[src/rtl/ibex_if_pkg.sv]
// Shared types for the IF-stage fetch sequencer: PC selectors, FSM states and fetch buffer.
package ibex_if_pkg;

  typedef enum logic [2:0] {
    PC_BOOT = 3'd0,
    PC_JUMP = 3'd1,
    PC_EXC  = 3'd2,
    PC_ERET = 3'd3,
    PC_DRET = 3'd4
  } pc_sel_e;

  typedef enum logic [1:0] {
    EXC_PC_EXC     = 2'd0,
    EXC_PC_IRQ     = 2'd1,
    EXC_PC_DBD     = 2'd2,
    EXC_PC_DBG_EXC = 2'd3
  } exc_pc_sel_e;

  typedef enum logic [1:0] {
    IF_IDLE    = 2'd0,
    IF_REQ     = 2'd1,
    IF_WAIT    = 2'd2,
    IF_DISCARD = 2'd3
  } if_state_e;

  typedef struct packed {
    logic        valid;
    logic [31:0] instr;
    logic        err;
    logic [31:0] pc;
  } fetch_buf_t;

  function automatic logic is_compressed(input logic [31:0] instr);
    return instr[1:0] != 2'b11;
  endfunction

endpackage

[src/rtl/ibex_if_pc_mux.sv]
// Combinational redirect-target selection; result is always halfword aligned.
module ibex_if_pc_mux
  import ibex_if_pkg::*;
#(
  parameter logic [31:0] BOOT_ADDR    = 32'h0000_0000,
  parameter logic [31:0] DM_HALT_ADDR = 32'h1A11_0800,
  parameter logic [31:0] DM_EXC_ADDR  = 32'h1A11_0808
) (
  input  logic [2:0]  pc_mux,
  input  logic [1:0]  exc_pc_mux,
  input  logic [5:0]  exc_cause,
  input  logic [31:0] branch_target,
  input  logic [31:0] mtvec,
  input  logic [31:0] mepc,
  input  logic [31:0] depc,
  output logic [31:0] target
);

  logic [31:0] mtvec_base;
  logic [31:0] exc_target;
  logic [31:0] raw;
  logic        unused_bits;

  assign mtvec_base = {mtvec[31:2], 2'b00};

  always_comb begin
    exc_target = mtvec_base;
    case (exc_pc_mux)
      EXC_PC_EXC:     exc_target = mtvec_base;
      EXC_PC_IRQ:     exc_target = mtvec_base + {25'd0, exc_cause[4:0], 2'b00};
      EXC_PC_DBD:     exc_target = DM_HALT_ADDR;
      EXC_PC_DBG_EXC: exc_target = DM_EXC_ADDR;
      default:        exc_target = mtvec_base;
    endcase
  end

  // Unused encodings 5-7 fall back to the boot vector.
  always_comb begin
    raw = BOOT_ADDR + 32'h80;
    case (pc_mux)
      PC_BOOT: raw = BOOT_ADDR + 32'h80;
      PC_JUMP: raw = branch_target;
      PC_EXC:  raw = exc_target;
      PC_ERET: raw = mepc;
      PC_DRET: raw = depc;
      default: raw = BOOT_ADDR + 32'h80;
    endcase
  end

  assign target      = {raw[31:1], 1'b0};
  assign unused_bits = ^{exc_cause[5], mtvec[1:0], raw[0]};

endmodule

[src/rtl/ibex_if_sequencer.sv]
// IF-stage fetch sequencer: single-outstanding req/gnt/rvalid fetch into a one-entry buffer.
// Optional IBEX_IF_PERF_CNT_EN adds fetch/discard performance counters.
module ibex_if_sequencer
  import ibex_if_pkg::*;
#(
  parameter logic [31:0] BOOT_ADDR    = 32'h0000_0000,
  parameter logic [31:0] DM_HALT_ADDR = 32'h1A11_0800,
  parameter logic [31:0] DM_EXC_ADDR  = 32'h1A11_0808
) (
  input  logic        clk_i,
  input  logic        rst_i,
  input  logic        instr_req_i,
  input  logic        pc_set_i,
  input  logic [2:0]  pc_mux_i,
  input  logic [1:0]  exc_pc_mux_i,
  input  logic [5:0]  exc_cause_i,
  input  logic        instr_valid_clear_i,
  input  logic        id_in_ready_i,
  input  logic [31:0] branch_target_i,
  input  logic [31:0] csr_mtvec_i,
  input  logic [31:0] csr_mepc_i,
  input  logic [31:0] csr_depc_i,
  output logic        mem_req_o,
  output logic [31:0] mem_addr_o,
  input  logic        mem_gnt_i,
  input  logic        mem_rvalid_i,
  input  logic [31:0] mem_rdata_i,
  input  logic        mem_err_i,
`ifdef IBEX_IF_PERF_CNT_EN
  output logic [31:0] perf_fetch_cnt_o,
  output logic [15:0] perf_discard_cnt_o,
`endif
  output logic        instr_valid_o,
  output logic [31:0] instr_o,
  output logic [15:0] instr_compressed_o,
  output logic        instr_is_compressed_o,
  output logic        instr_fetch_err_o,
  output logic [31:0] pc_id_o
);

  localparam logic [31:0] BOOT_PC = BOOT_ADDR + 32'h80;

  if_state_e   state_q, state_d;
  fetch_buf_t  buf_q;
  logic [31:0] fetch_pc_q;
  logic [31:0] target;
  logic [31:0] pc_step;
  logic        req_hold_q;
  logic        err_halt_q;
  logic        flush;
  logic        can_issue;
  logic        grant;
  logic        load;

  ibex_if_pc_mux #(
    .BOOT_ADDR   (BOOT_ADDR),
    .DM_HALT_ADDR(DM_HALT_ADDR),
    .DM_EXC_ADDR (DM_EXC_ADDR)
  ) u_pc_mux (
    .pc_mux       (pc_mux_i),
    .exc_pc_mux   (exc_pc_mux_i),
    .exc_cause    (exc_cause_i),
    .branch_target(branch_target_i),
    .mtvec        (csr_mtvec_i),
    .mepc         (csr_mepc_i),
    .depc         (csr_depc_i),
    .target       (target)
  );

  assign flush = pc_set_i | instr_valid_clear_i;

  // A fresh request needs room in the buffer; after a fetch error only a redirect restarts fetching.
  assign can_issue = (~buf_q.valid | id_in_ready_i | flush) & (~err_halt_q | pc_set_i);

  // Once presented, a request is held until granted (req_hold_q).
  assign mem_req_o  = (state_q == IF_REQ) & (req_hold_q | can_issue);
  assign mem_addr_o = pc_set_i ? target : fetch_pc_q;
  assign grant      = mem_req_o & mem_gnt_i;
  assign load       = mem_rvalid_i & (state_q == IF_WAIT) & ~flush;
  assign pc_step    = is_compressed(mem_rdata_i) ? 32'd2 : 32'd4;

  always_comb begin
    state_d = state_q;
    case (state_q)
      IF_IDLE: if (instr_req_i && can_issue) state_d = IF_REQ;
      IF_REQ: begin
        if (grant)                          state_d = IF_WAIT;
        else if (!mem_req_o && !instr_req_i) state_d = IF_IDLE;
      end
      IF_WAIT: begin
        if (mem_rvalid_i)  state_d = (instr_req_i && !(load && mem_err_i)) ? IF_REQ : IF_IDLE;
        else if (pc_set_i) state_d = IF_DISCARD;
      end
      IF_DISCARD: if (mem_rvalid_i) state_d = IF_REQ;
      default: state_d = IF_IDLE;
    endcase
  end

  always_ff @(posedge clk_i or posedge rst_i) begin
    if (rst_i) begin
      state_q    <= IF_IDLE;
      fetch_pc_q <= BOOT_PC;
      buf_q      <= '0;
      req_hold_q <= 1'b0;
      err_halt_q <= 1'b0;
    end else begin
      state_q    <= state_d;
      req_hold_q <= mem_req_o & ~mem_gnt_i;

      if (pc_set_i)                  fetch_pc_q <= target;
      else if (load && !mem_err_i)   fetch_pc_q <= fetch_pc_q + pc_step;

      if (pc_set_i)                  err_halt_q <= 1'b0;
      else if (load && mem_err_i)    err_halt_q <= 1'b1;

      if (flush)              buf_q.valid <= 1'b0;
      else if (load)          buf_q <= '{valid: 1'b1,
                                         instr: mem_err_i ? 32'd0 : mem_rdata_i,
                                         err:   mem_err_i,
                                         pc:    fetch_pc_q};
      else if (id_in_ready_i) buf_q.valid <= 1'b0;
    end
  end

  assign instr_valid_o         = buf_q.valid;
  assign instr_o               = buf_q.instr;
  assign instr_compressed_o    = buf_q.instr[15:0];
  assign instr_is_compressed_o = buf_q.valid & is_compressed(buf_q.instr);
  assign instr_fetch_err_o     = buf_q.valid & buf_q.err;
  assign pc_id_o               = buf_q.pc;

`ifdef IBEX_IF_PERF_CNT_EN
  always_ff @(posedge clk_i or posedge rst_i) begin
    if (rst_i) begin
      perf_fetch_cnt_o   <= 32'd0;
      perf_discard_cnt_o <= 16'd0;
    end else begin
      if (load) perf_fetch_cnt_o <= perf_fetch_cnt_o + 32'd1;
      if (state_q == IF_DISCARD && mem_rvalid_i && perf_discard_cnt_o != 16'hFFFF)
        perf_discard_cnt_o <= perf_discard_cnt_o + 16'd1;
    end
  end
`endif

endmodule

[config.mk]
export PLATFORM = sky130hd
export DESIGN_NAME = ibex_if_sequencer
export DESIGN_NICKNAME = d
export VERILOG_FILES = /design/src/rtl/ibex_if_pkg.sv /design/src/rtl/ibex_if_pc_mux.sv /design/src/rtl/ibex_if_sequencer.sv
export SDC_FILE = /design/constraint.sdc
export NUM_CORES = 1
export LEC_CHECK = 0
export ABC_AREA = 1
export BUFFER_PORTS_ARGS = -buffer_cell sky130_fd_sc_hd__buf_2
export CORE_UTILIZATION = 46
export DETAILED_ROUTE_END_ITERATION = 10
export GPL_ROUTABILITY_DRIVEN = 1
export PLACE_DENSITY = 0.86
export SLEW_MARGIN = 30
export SYNTH_ARGS = -nofsm -noshare
export SYNTH_HDL_FRONTEND = slang
export SYNTH_HIERARCHICAL = 1
export SYNTH_SLANG_ARGS = --single-unit
[constraint.sdc]
create_clock -name clk_i -period 2.6 [get_ports clk_i]
set_input_delay 0.13 -clock clk_i [delete_from_list [all_inputs] [get_ports clk_i]]
set_output_delay 0.13 -clock clk_i [all_outputs]
set_load 0.1 [all_outputs]
==> results.tsv, run 1 <==
stage	metric	value	unit
outcome	outcome	completed	
pwr	p_switching	5570	µW
timing	rsz0062_at_grt	no	
timing	hold_viol	0	
detailed_routing	drcViolationCount	0	
global_route	antenna_found_initial	0	
placed_design	portBuffers	289	
timing	period_minus_slack	2.38	ns
worst_setup_path	startpoint_type	input port	
placed_design	post-dp-hpwl	20600	µm
global_route	grtUsageTotal	29.0	%
logic_synthesis	ys.flop_type	dfrtp_1	
logic_synthesis	syn-num-nets	1369	
clock_network	htree_num_levels	3	
die	start_util	47.7	%
die	fp-row-count	47	
global_route	grt_overflow	0	
die	num_io_pins	296	
detailed_routing	drt-wirelength-per-cell	16.1	µm
timing	worst_pin_slew	0.604	ns
detailed_routing	via_count	8604	
placed_design	dp_cells	1582	
clock_network	numCtsBuffers	9	
timing	fin_crit_sh	91.5	%
clock_network	clk_latency	0.35	ns
pwr	vdd_drop_max	0.00107	V
detailed_routing	avgViaCountPerCell	5.36	
logic_synthesis	ys_types	48	
worst_setup_path	end_kind	output port	
worst_setup_path	cp_max_fo	5	
die	die_h	134	µm
logic_synthesis	syn_inst	1176	
worst_setup_path	worstRegToRegCells	11	
logic_synthesis	synth_edf_count	0	
pwr	p_int	4020	µW
run	cap_violations	0	
placed_design	routabilityCongestion	0.908	
global_route	grt_pass1_wl	40600	µm
die	coreArea	0.0168	mm²
detailed_routing	drt_wl_total	25900	µm
worst_setup_path	path_class	input port to output port	
pwr	clkPwrFrac	16.3	%
finish	fin_cells	1604	
logic_synthesis	avgSynthCellArea	6.82	µm²
detailed_routing	ant_nets	0	
finish	fin_util	59.3	%
clock_network	cts_buffer_depth	2	
min_path	holdPathStages	2	
finish	area_delta_synth_final	24.2	%
worst_setup_path	startpoint	csr_mtvec_i[2]	
logic_synthesis	async_reset_ff_share	100	%
timing	fin_hold_ws	0.00660	ns
worst_setup_path	arrival	2.25	ns
detailed_routing	initialDrtViolationCount	531	
logic_synthesis	syn_area	0.00802	mm²
global_route	grt_pass1_vias	8035	
clock_network	cts_tree	yes	
clock_network	cts_sinks	102	
clock_network	cts-root-buf	clkbuf_16	
timing	report.final.slew_viol_count	0	
timing	slew_headroom	59.7	%
logic_synthesis	synth_seq_area_share	31.8	%
pwr	p_leak	0.00534	µW
min_path	worstHoldPathType	input port to flip-flop	
die	dieArea	0.0180	mm²
clock_network	clk_pin_slew	0.07	ns
die	die_x	134	µm
pwr	powerDensity	962	mW/mm²
global_route	grt_max_degree	50	
pwr	sw_frac_of_total	58.0	%
timing	max_freq	420	MHz
worst_setup_path	reg2reg_from	state_q[0]	
worst_setup_path	cp.required	2.47	ns
pwr	power_frac_seq	24.1	%
pwr	p_comb_share	59.6	%
logic_synthesis	ys_ff_latch	102	
timing	finClkSkew	0.00917	ns
finish	final_layout_size_suffix_gt1_share	26.5	%
finish	final_net_count	1572	
logic_synthesis	ys_warn_count	6	
timing	setup_violations	0	
detailed_routing	dr.pass1.iters	5	
min_path	hold_start	mem_rdata_i[17]	
finish	antenna-diode-count	0	
==> path summary, 6_finish.rpt <==
check,slack (ns),to
setup / recovery,0.22,mem_addr_o[14]
hold / removal,0.007,instr_o[17]
setup reg to reg,0.42,fetch_pc_q[23]
hold reg to reg,0.47,pc_id_o[13]
max in group asynchronous,1.59,fetch_pc_q[28]
min in group asynchronous,0.33,instr_o[13]
==> cell usage in the layout (no fill, tap or decap), types with 2 or more instances in the layout <==
master	Yosys	layout
o21a_1	5	5
o21ai_0	73	62
nand3b_1	11	11
o21bai_1	5	5
nand3_1	86	86
o211ai_1	5	5
nand4_1	27	27
buf_2	19	259
dfrtp_1	101	101
fa_1	2	2
clkbuf_16	0	9
inv_2	7	7
dlygate4sd3_1	0	6
a21oi_1	28	27
nor2_2	5	6
bufinv_16	0	3
buf_12	0	33
clkinvlp_4	0	2
a22oi_1	3	3
nor2_4	5	5
inv_6	0	2
nand2_2	9	9
nand3_2	3	3
nor3_1	7	7
inv_1	115	114
nor3_2	2	2
buf_4	84	15
xor2_1	5	5
a22o_1	51	51
o21ai_1	8	19
ha_1	11	11
a31oi_1	2	2
and2_1	2	2
a221oi_1	4	4
nand2_1	361	361
nor2_1	95	94
nand2_4	3	3
==> synthesized netlist by cell type (2+ instances only) <==
library cell / number / area, µm²
buf_2: 19 / 95.1
clkbuf_1: 14 / 52.6
buf_4: 84 / 631
buf_6: 3 / 33.8
nand4_1: 27 / 169
nand2_4: 3 / 33.8
a221oi_1: 4 / 35.0
a22oi_1: 3 / 22.5
nor3_1: 7 / 35.0
nand3_2: 3 / 30.0
nor2_4: 5 / 56.3
o21bai_1: 5 / 37.5
o21ai_0: 73 / 365
a21oi_1: 28 / 140
nor3_2: 2 / 20.0
and2_1: 2 / 12.5
o21a_1: 5 / 37.5
nand2_2: 9 / 56.3
o21ai_1: 8 / 40.0
dfrtp_1: 101 / 2530
nor2_1: 95 / 357
inv_1: 115 / 432
a31oi_1: 2 / 12.5
nand2_1: 361 / 1360
nand3b_1: 11 / 82.6
a22o_1: 51 / 447
nand3_1: 86 / 430
xor2_1: 5 / 43.8
ha_1: 11 / 138
o211ai_1: 5 / 37.5
fa_1: 2 / 40.0
inv_2: 7 / 26.3
nor2_2: 5 / 31.3
==> power by group through the flow <==
stage          Sequential [µW]  Clock [µW]  Combinational [µW]
2_1_floorplan             2270           0                5200
4_1_cts                   2310        1580                5730
3_3_place_gp              2300           0                5680
3_5_place_dp              2340           0                5710
5_1_grt                   2360        1670                5950
6_report                  2310        1560                5710
==> cell families after synthesis <==
| family | share of synthesized area, % |
|---|---|
| compound gates | 15.1 |
| xor+xnor | 0.655 |
| fa+ha+maj | 2.21 |
| buf+inv | 15.9 |
| flops | 31.8 |
| other cells | 0.0467 |
| simple gates | 34.3 |
==> sequential cells by signal, indices dropped and copies added (netlist names) <==
name and cells:
buf_q 1, err_halt_q 1, fetch_pc_q 32, instr_o 32
instr_valid_o 1, pc_id_o 32, req_hold_q 1, state_q 2
==> stage by stage <==
stage,TNS (ns),setup WS [ns],total power (µW),area [µm²]
global placement,0,0.303,7980,9560
global route,0,0.0736,9970,9970
floorplan,-1.00,-0.114,7470,8030
finish,0,0.222,9590,9970
detailed placement,0,0.273,8050,9560
CTS,0,0.270,9620,9970
==> area by class of cell <==
type                    instances  area [µm²]
clock buffers                   9         225
well taps                     220         275
fillers                      1533        6850
repair buffers                313        2130
clock inverters                 7         120
multi-input cells             830        4200
flip-flops and latches        102        2550
inverters                     123         465
==> per-layer routing <==
| metal | vias up | wire [µm] | share of wire, % | GRT usage (%) |
|---|---|---|---|---|
| li1 | 4178 | - | - | - |
| met1 | 3966 | 10200 | 40 | 34.3 |
| met2 | 421 | 13200 | 51 | 53.3 |
| met3 | 39 | 1870 | 7.2 | 4.16 |
| met4 | 0 | 589 | 2.3 | 9.74 |
| met5 | - | 0 | 0 | 0 |
==> critical path, stage by stage <==
cell and delay [ns]:
buf_2 0.09, ha_1 0.23, inv_1 0.08, fa_1 0.38, inv_1 0.13, nand2_1 0.08
nand3_2 0.14, nand3_2 0.11, o21ai_0 0.17, nand2_1 0.07, nand2_1 0.08, nand2_1 0.07
o21ai_1 0.25, buf_12 0.23
==> what timing repair did <==
item / 4_1_cts / 5_1_grt
setup buffers: 0 / 0
resized for setup: 0 / 0
setup endpoints to repair: 0 / 0
endpoints found under the hold margin: 21 / 0
hold buffers: 6 / 0
(Power assumes the default switching activity.)
==> run 2, diff against run 1 <==
--- a/config.mk
+++ b/config.mk
@@ -7,10 +7,10 @@
 export LEC_CHECK = 0
 export ABC_AREA = 1
 export BUFFER_PORTS_ARGS = -buffer_cell sky130_fd_sc_hd__buf_2
-export CORE_UTILIZATION = 46
+export CORE_UTILIZATION = 55
 export DETAILED_ROUTE_END_ITERATION = 10
 export GPL_ROUTABILITY_DRIVEN = 1
-export PLACE_DENSITY = 0.86
+export PLACE_DENSITY = 0.95
 export SLEW_MARGIN = 30
 export SYNTH_ARGS = -nofsm -noshare
 export SYNTH_HDL_FRONTEND = slang
==> constraint.sdc (replaced) <==
create_clock -name clk_i -period 2.9 [get_ports clk_i]
set_input_delay 0.145 -clock clk_i [delete_from_list [all_inputs] [get_ports clk_i]]
set_output_delay 0.145 -clock clk_i [all_outputs]
set_load 0.1 [all_outputs]
==> results.tsv, run 2 (same netlist as run 1, synthesis figures left out) <==
stage	metric	value	unit	change
pwr	clkPwrFrac	14.3	%	-2.0 points
placed_design	dp_slack	0.395	ns	+0.122 ns
timing	fin_crit_sh	88.1	%	
clock_network	htree_num_levels	3		unchanged
finish	fill_cells	1212		-21%
pwr	p_switching	4930	µW	-11%
detailed_routing	ant_nets	0		unchanged
timing	setup_violations	0		unchanged
die	die_x	123	µm	-8.4%
pwr	powerDensity	872	mW/mm²	-9.4%
outcome	outcome	completed		
global_route	grt_pass1_wl	38200	µm	-5.8%
run	cap_violations	0		unchanged
detailed_routing	initialDrtViolationCount	617		+16%
timing	layout_setup_ws	0.344	ns	+0.122 ns
detailed_routing	dr.pass1.iters	5		unchanged
pwr	power_frac_seq	25.5	%	+1.4 points
global_route	grt_max_degree	76		+52%
timing	worst_pin_slew	0.705	ns	+0.101 ns
min_path	worstHoldPathType	input port to flip-flop		
worst_setup_path	cp.required	2.76	ns	+0.29 ns
die	fp-row-count	43		-8.5%
die	coreArea	0.0140	mm²	-17%
global_route	antenna_found_initial	0		unchanged
worst_setup_path	arrival	2.41	ns	+0.16 ns
clock_network	cts_resized	0		unchanged
worst_setup_path	cp_max_fo	6		+1
clock_network	cts-root-buf	clkbuf_16		
global_route	grtUsageTotal	32.9	%	+3.9 points
clock_network	numCtsBuffers	9		unchanged
pwr	p_total	8150	µW	-15%
clock_network	cts_buffer_depth	2		unchanged
timing	tns	0	ns	unchanged
finish	final_net_count	1560		-0.76%
timing	report.final.slew_viol_count	0		unchanged
detailed_routing	avgViaCountPerCell	5.55		+3.4%
global_route	grt_overflow	0		unchanged
detailed_routing	via_count	8606		+0.023%
timing	max_freq	391	MHz	
pwr	p_int	3220	µW	-20%
finish	final_layout_size_suffix_gt1_share	26.1	%	-0.42 points
pwr	p_comb_share	60.3	%	+0.7 points
clock_network	clk_pin_slew	0.07	ns	about the same
finish	antenna-diode-count	0		unchanged
detailed_routing	drt-wirelength-per-cell	15.9	µm	-1.2%
timing	finClkSkew	0.00607	ns	-0.00309 ns
finish	fin_util	66.6	%	+7.3 points
timing	rsz0062_at_grt	no		
pwr	p_leak	0.00516	µW	-3.4%
placed_design	routabilityCongestion	0.951		+4.7%
worst_setup_path	startpoint_type	input port		
worst_setup_path	end_kind	output port		
clock_network	cts_sinks	102		unchanged
die	die_h	123	µm	-8.4%
timing	period_minus_slack	2.56	ns	
detailed_routing	drcViolationCount	0		unchanged
placed_design	portBuffers	289		unchanged
die	start_util	57.1	%	+9.4 points
finish	area_delta_synth_final	16.5	%	
die	dieArea	0.0151	mm²	-16%
finish	final_cell_mix	nand2_1 (361), buf_2 (285), inv_1 (114), dfrtp_1 (101), nor2_1 (94)		
die	num_io_pins	296		unchanged
timing	hold_viol	0		unchanged
global_route	grt_pass1_vias	7841		-2.4%
pwr	vdd_drop_max	0.000614	V	-43%
finish	layout_commonest_cell	nand2_1		
timing	slew_headroom	53.0	%	-6.7 points
clock_network	clk_latency	0.34	ns	about the same
detailed_routing	drt_wl_total	24700	µm	-4.4%
worst_setup_path	path_class	input port to output port		
placed_design	post-dp-hpwl	19400	µm	-5.8%
pwr	sw_frac_of_total	60.5	%	+2.4 points
clock_network	cts_tree	yes		
clock_network	postCtsSetupBuffers	0		unchanged
==> run 2: cell types whose count changed in the layout (fill, tap and decap cells not counted), sizes merged <==
cell	delta
bufinv	-3
dlygate4sd3	-4
clkbuf	+2
buf	-8
clkinv	+3
clkinvlp	-2
==> run 2: worst paths after layout <==
kind                           startpoint       endpoint  slack (ns)  depth (start not counted)
max in group asynchronous           rst_i  fetch_pc_q[7]        1.65                          4
max reg2reg                    state_q[0]    instr_o[24]        0.48                          8
min in group asynchronous           rst_i    instr_o[29]        0.48                          3
min                        mem_rdata_i[2]     instr_o[2]        0.02                          2
max                        csr_mtvec_i[4]  mem_addr_o[7]        0.34                         13
min reg2reg                    pc_id_o[7]     pc_id_o[7]        0.48                          2
==> run 2: critical path: stages <==
cell,delay (ns)
buf_2,0.11
ha_1,0.37
inv_1,0.09
nand2_1,0.11
nand3_1,0.09
nand2_1,0.07
nand2_1,0.05
inv_1,0.12
nor2_1,0.05
o21ai_0,0.35
nand2_1,0.16
o21ai_0,0.20
buf_2,0.50
==> run 2: timing repair <==
action	CTS	global route
hold buffers	2	0
endpoints found under the setup margin	0	0
endpoints found under the hold margin	53	0
==> run 2: power groups by stage <==
stage	sequential, µW	combinational [µW]	clock [µW]
after floorplan	2030	4650	0
after global placement	2070	4870	0
after detailed placement	2100	4900	0
after CTS	2070	4910	1170
after global routing	2120	5120	1230
final	2070	4910	1160
==> run 2: per-layer routing <==
metal	vias to the layer above	global-route usage (%)	share of wire (%)
met1	3905	39.7	38
met4	0	12.8	3.3
met2	492	58.9	49
met5	-	0	0
li1	4143	-	-
met3	66	4.41	9.2
==> run 2: metrics by stage <==
step                hold WS (ns)  cells  cell area [µm²]
CTS                       0.0110   1552             9350
global placement           0.288   1534             9040
finish                    0.0202   1552             9350
floorplan                  0.231   1176             8020
global route              0.0177   1552             9350
detailed placement         0.294   1534             9040
==> run 2: area by class of cell <==
| class | count | area (µm²) | area share [%] |
|---|---|---|---|
| inverters | 123 | 464 | 4.97 |
| flip-flops and latches | 102 | 2550 | 27.3 |
| clock inverters | 5 | 32.5 | 0.348 |
| multi-input cells | 830 | 4190 | 44.9 |
| repair buffers | 301 | 1630 | 17.4 |
| well taps | 180 | 225 | 2.41 |
| clock buffers | 11 | 253 | 2.70 |
==> run 3, diff against run 2 <==
--- a/config.mk
+++ b/config.mk
@@ -7,6 +7,7 @@
 export LEC_CHECK = 0
 export ABC_AREA = 1
 export BUFFER_PORTS_ARGS = -buffer_cell sky130_fd_sc_hd__buf_2
+export CORE_ASPECT_RATIO = 1.4
 export CORE_UTILIZATION = 55
 export DETAILED_ROUTE_END_ITERATION = 10
 export GPL_ROUTABILITY_DRIVEN = 1
==> results.tsv, run 3 (same netlist as run 1, synthesis figures left out) <==
stage	metric	value	unit	change
outcome	outcome	completed		
timing	tns	0	ns	unchanged
timing	setup_violations	0		unchanged
clock_network	clk_latency	0.35	ns	about the same
placed_design	dp_slack	0.372	ns	-0.0231 ns
worst_setup_path	path_class	input port to output port		
timing	layout_setup_ws	0.321	ns	-0.0224 ns
placed_design	routabilityCongestion	0.995		+4.7%
global_route	grt_overflow	0		unchanged
pwr	powerDensity	871	mW/mm²	about the same
placed_design	post-dp-hpwl	20200	µm	+4.1%
finish	final_net_count	1561		+0.064%
global_route	grt_use_met1	35.1	%	-4.6 points
detailed_routing	drcViolationCount	0		unchanged
timing	fin_crit_sh	88.9	%	+0.77 points
clock_network	postCtsSetupBuffers	0		unchanged
finish	final_layout_size_suffix_gt1_share	26.1	%	+0.054 points
clock_network	cts_tree	yes		
die	start_util	56.9	%	-0.24 points
worst_setup_path	crit_slowest_cell	buf_2		
global_route	grtUsageTotal	33.2	%	+0.34 points
timing	rsz0062_at_grt	no		
global_route	antenna_found_initial	0		unchanged
pwr	vdd_drop_max	0.000798	V	+30%
detailed_routing	initialDrtViolationCount	816		+32%
timing	finClkSkew	0.00876	ns	+0.00269 ns
timing	period_minus_slack	2.58	ns	+0.0224 ns
die	num_io_pins	296		unchanged
global_route	grt_pass1_wl	39300	µm	+2.8%
min_path	hold_start	mem_rdata_i[22]		
clock_network	cts_buffer_depth	2		unchanged
clock_network	hold_buffers	2		unchanged
clock_network	cts_resized	0		unchanged
die	coreArea	0.0141	mm²	+0.43%
timing	hold_viol	0		unchanged
finish	antenna-diode-count	0		unchanged
die	dieArea	0.0151	mm²	about the same
min_path	holdPathStages	2		unchanged
finish	final_cell_mix	nand2_1 (361), buf_2 (287), inv_1 (114), dfrtp_1 (101), nor2_1 (94)		
global_route	grt_pass1_vias	8066		+2.9%
clock_network	clk_pin_slew	0.07	ns	about the same
global_route	gr-max-usage-layer	met2		
detailed_routing	ant_nets	0		unchanged
min_path	worstHoldPathType	input port to flip-flop		
worst_setup_path	reg2reg_from	state_q[0]		
placed_design	portBuffers	289		unchanged
detailed_routing	via_count	8674		+0.79%
die	fp-row-count	51		+19%
clock_network	htree_num_levels	3		unchanged
detailed_routing	dr.pass1.iters	6		+1
global_route	grtUsageMet2	64.6	%	+5.6 points
worst_setup_path	worstRegToRegCells	8		unchanged
worst_setup_path	startpoint	csr_mtvec_i[2]		
detailed_routing	drt_wl_total	25400	µm	+2.8%
detailed_routing	avgViaCountPerCell	5.57		+0.40%
worst_setup_path	end_kind	output port		
run	cap_violations	0		unchanged
timing	report.final.slew_viol_count	0		unchanged
clock_network	cts-root-buf	clkbuf_16		
clock_network	numCtsBuffers	9		unchanged
finish	area_delta_synth_final	16.6	%	about the same
worst_setup_path	startpoint_type	input port		
worst_setup_path	cp_slowest_stage_delay	0.51	ns	about the same
finish	layout_commonest_cell	nand2_1		
detailed_routing	drt-wirelength-per-cell	16.3	µm	+2.5%
global_route	grt_max_degree	64		-16%
worst_setup_path	arrival	2.43	ns	+0.02 ns
timing	max_freq	388	MHz	-0.87%
die	die_h	145	µm	+18%
die	die_x	104	µm	-15%
clock_network	cts_sinks	102		unchanged
timing	worst_pin_slew	0.689	ns	-0.0163 ns
timing	slew_headroom	53.8	%	+0.80 points
worst_setup_path	cp_max_fo	5		-1
global_route	gr-usage-met3	5.15	%	+0.74 points
pwr	p_leak	0.00516	µW	about the same
worst_setup_path	cp.required	2.76	ns	about the same
worst_setup_path	path_cells	buf_2 -> ha_1 -> inv_1 -> fa_1 -> inv_1 -> nand2_1 -> nand3_2 -> nand3_2 -> nand2_1 -> inv_1 -> o21ai_1 -> nand2_1 -> o21ai_0 -> buf_2		
run 3: per-stage QoR:
step	util [%]	instance area, µm²	power (µW)	hold slack (ns)	instances
5_1_grt	66.3	9350	8450	0.00943	1558
4_1_cts	66.3	9350	8170	0.00684	1558
3_3_place_gp	64.2	9050	6940	0.250	1540
3_5_place_dp	64.2	9050	7010	0.261	1540
6_report	66.3	9350	8150	0.0165	1558
2_1_floorplan	-	8020	6690	0.231	1176
run 3: final cells by class:
type / count / area, µm²
Sequential cell: 102 / 2550
Inverter: 123 / 464
Multi-Input combinational cell: 830 / 4190
Timing Repair Buffer: 302 / 1630
Fill cell: 1258 / 4750
Tap cell: 185 / 231
Clock inverter: 7 / 56.3
Clock buffer: 9 / 225
run 3: final timing paths:
kind                             endpoint  slack (ns)
max                        mem_addr_o[12]        0.32
min                           instr_o[22]        0.02
max reg2reg                   instr_o[28]        0.48
min reg2reg                   pc_id_o[15]        0.47
max in group asynchronous     instr_o[26]        1.72
min in group asynchronous     pc_id_o[30]        0.45
run 3: power breakdown:
part / leakage [µW] / total [µW] / internal [µW] / switching (µW)
logic: 0.00366 / 4920 / 787 / 4130
registers: 0.00136 / 2070 / 1800 / 271
clock network: 0.000142 / 1150 / 595 / 560
total: 0.00516 / 8150 / 3180 / 4960
run 3: worst max-delay path: cells and delay by family:
kind | cells | cell delay [ns]
compound gates | 2 | 0.31
simple gates | 5 | 0.51
buf+inv | 5 | 0.86
fa+ha+maj | 2 | 0.60
run 3: routing by layer:
metal | share of wire, % | up-vias | wire length, µm
li1 | - | 4149 | -
met1 | 37 | 3957 | 9350
met2 | 52 | 495 | 13300
met3 | 7.1 | 73 | 1820
met4 | 3.9 | 0 | 983
met5 | 0 | - | 0
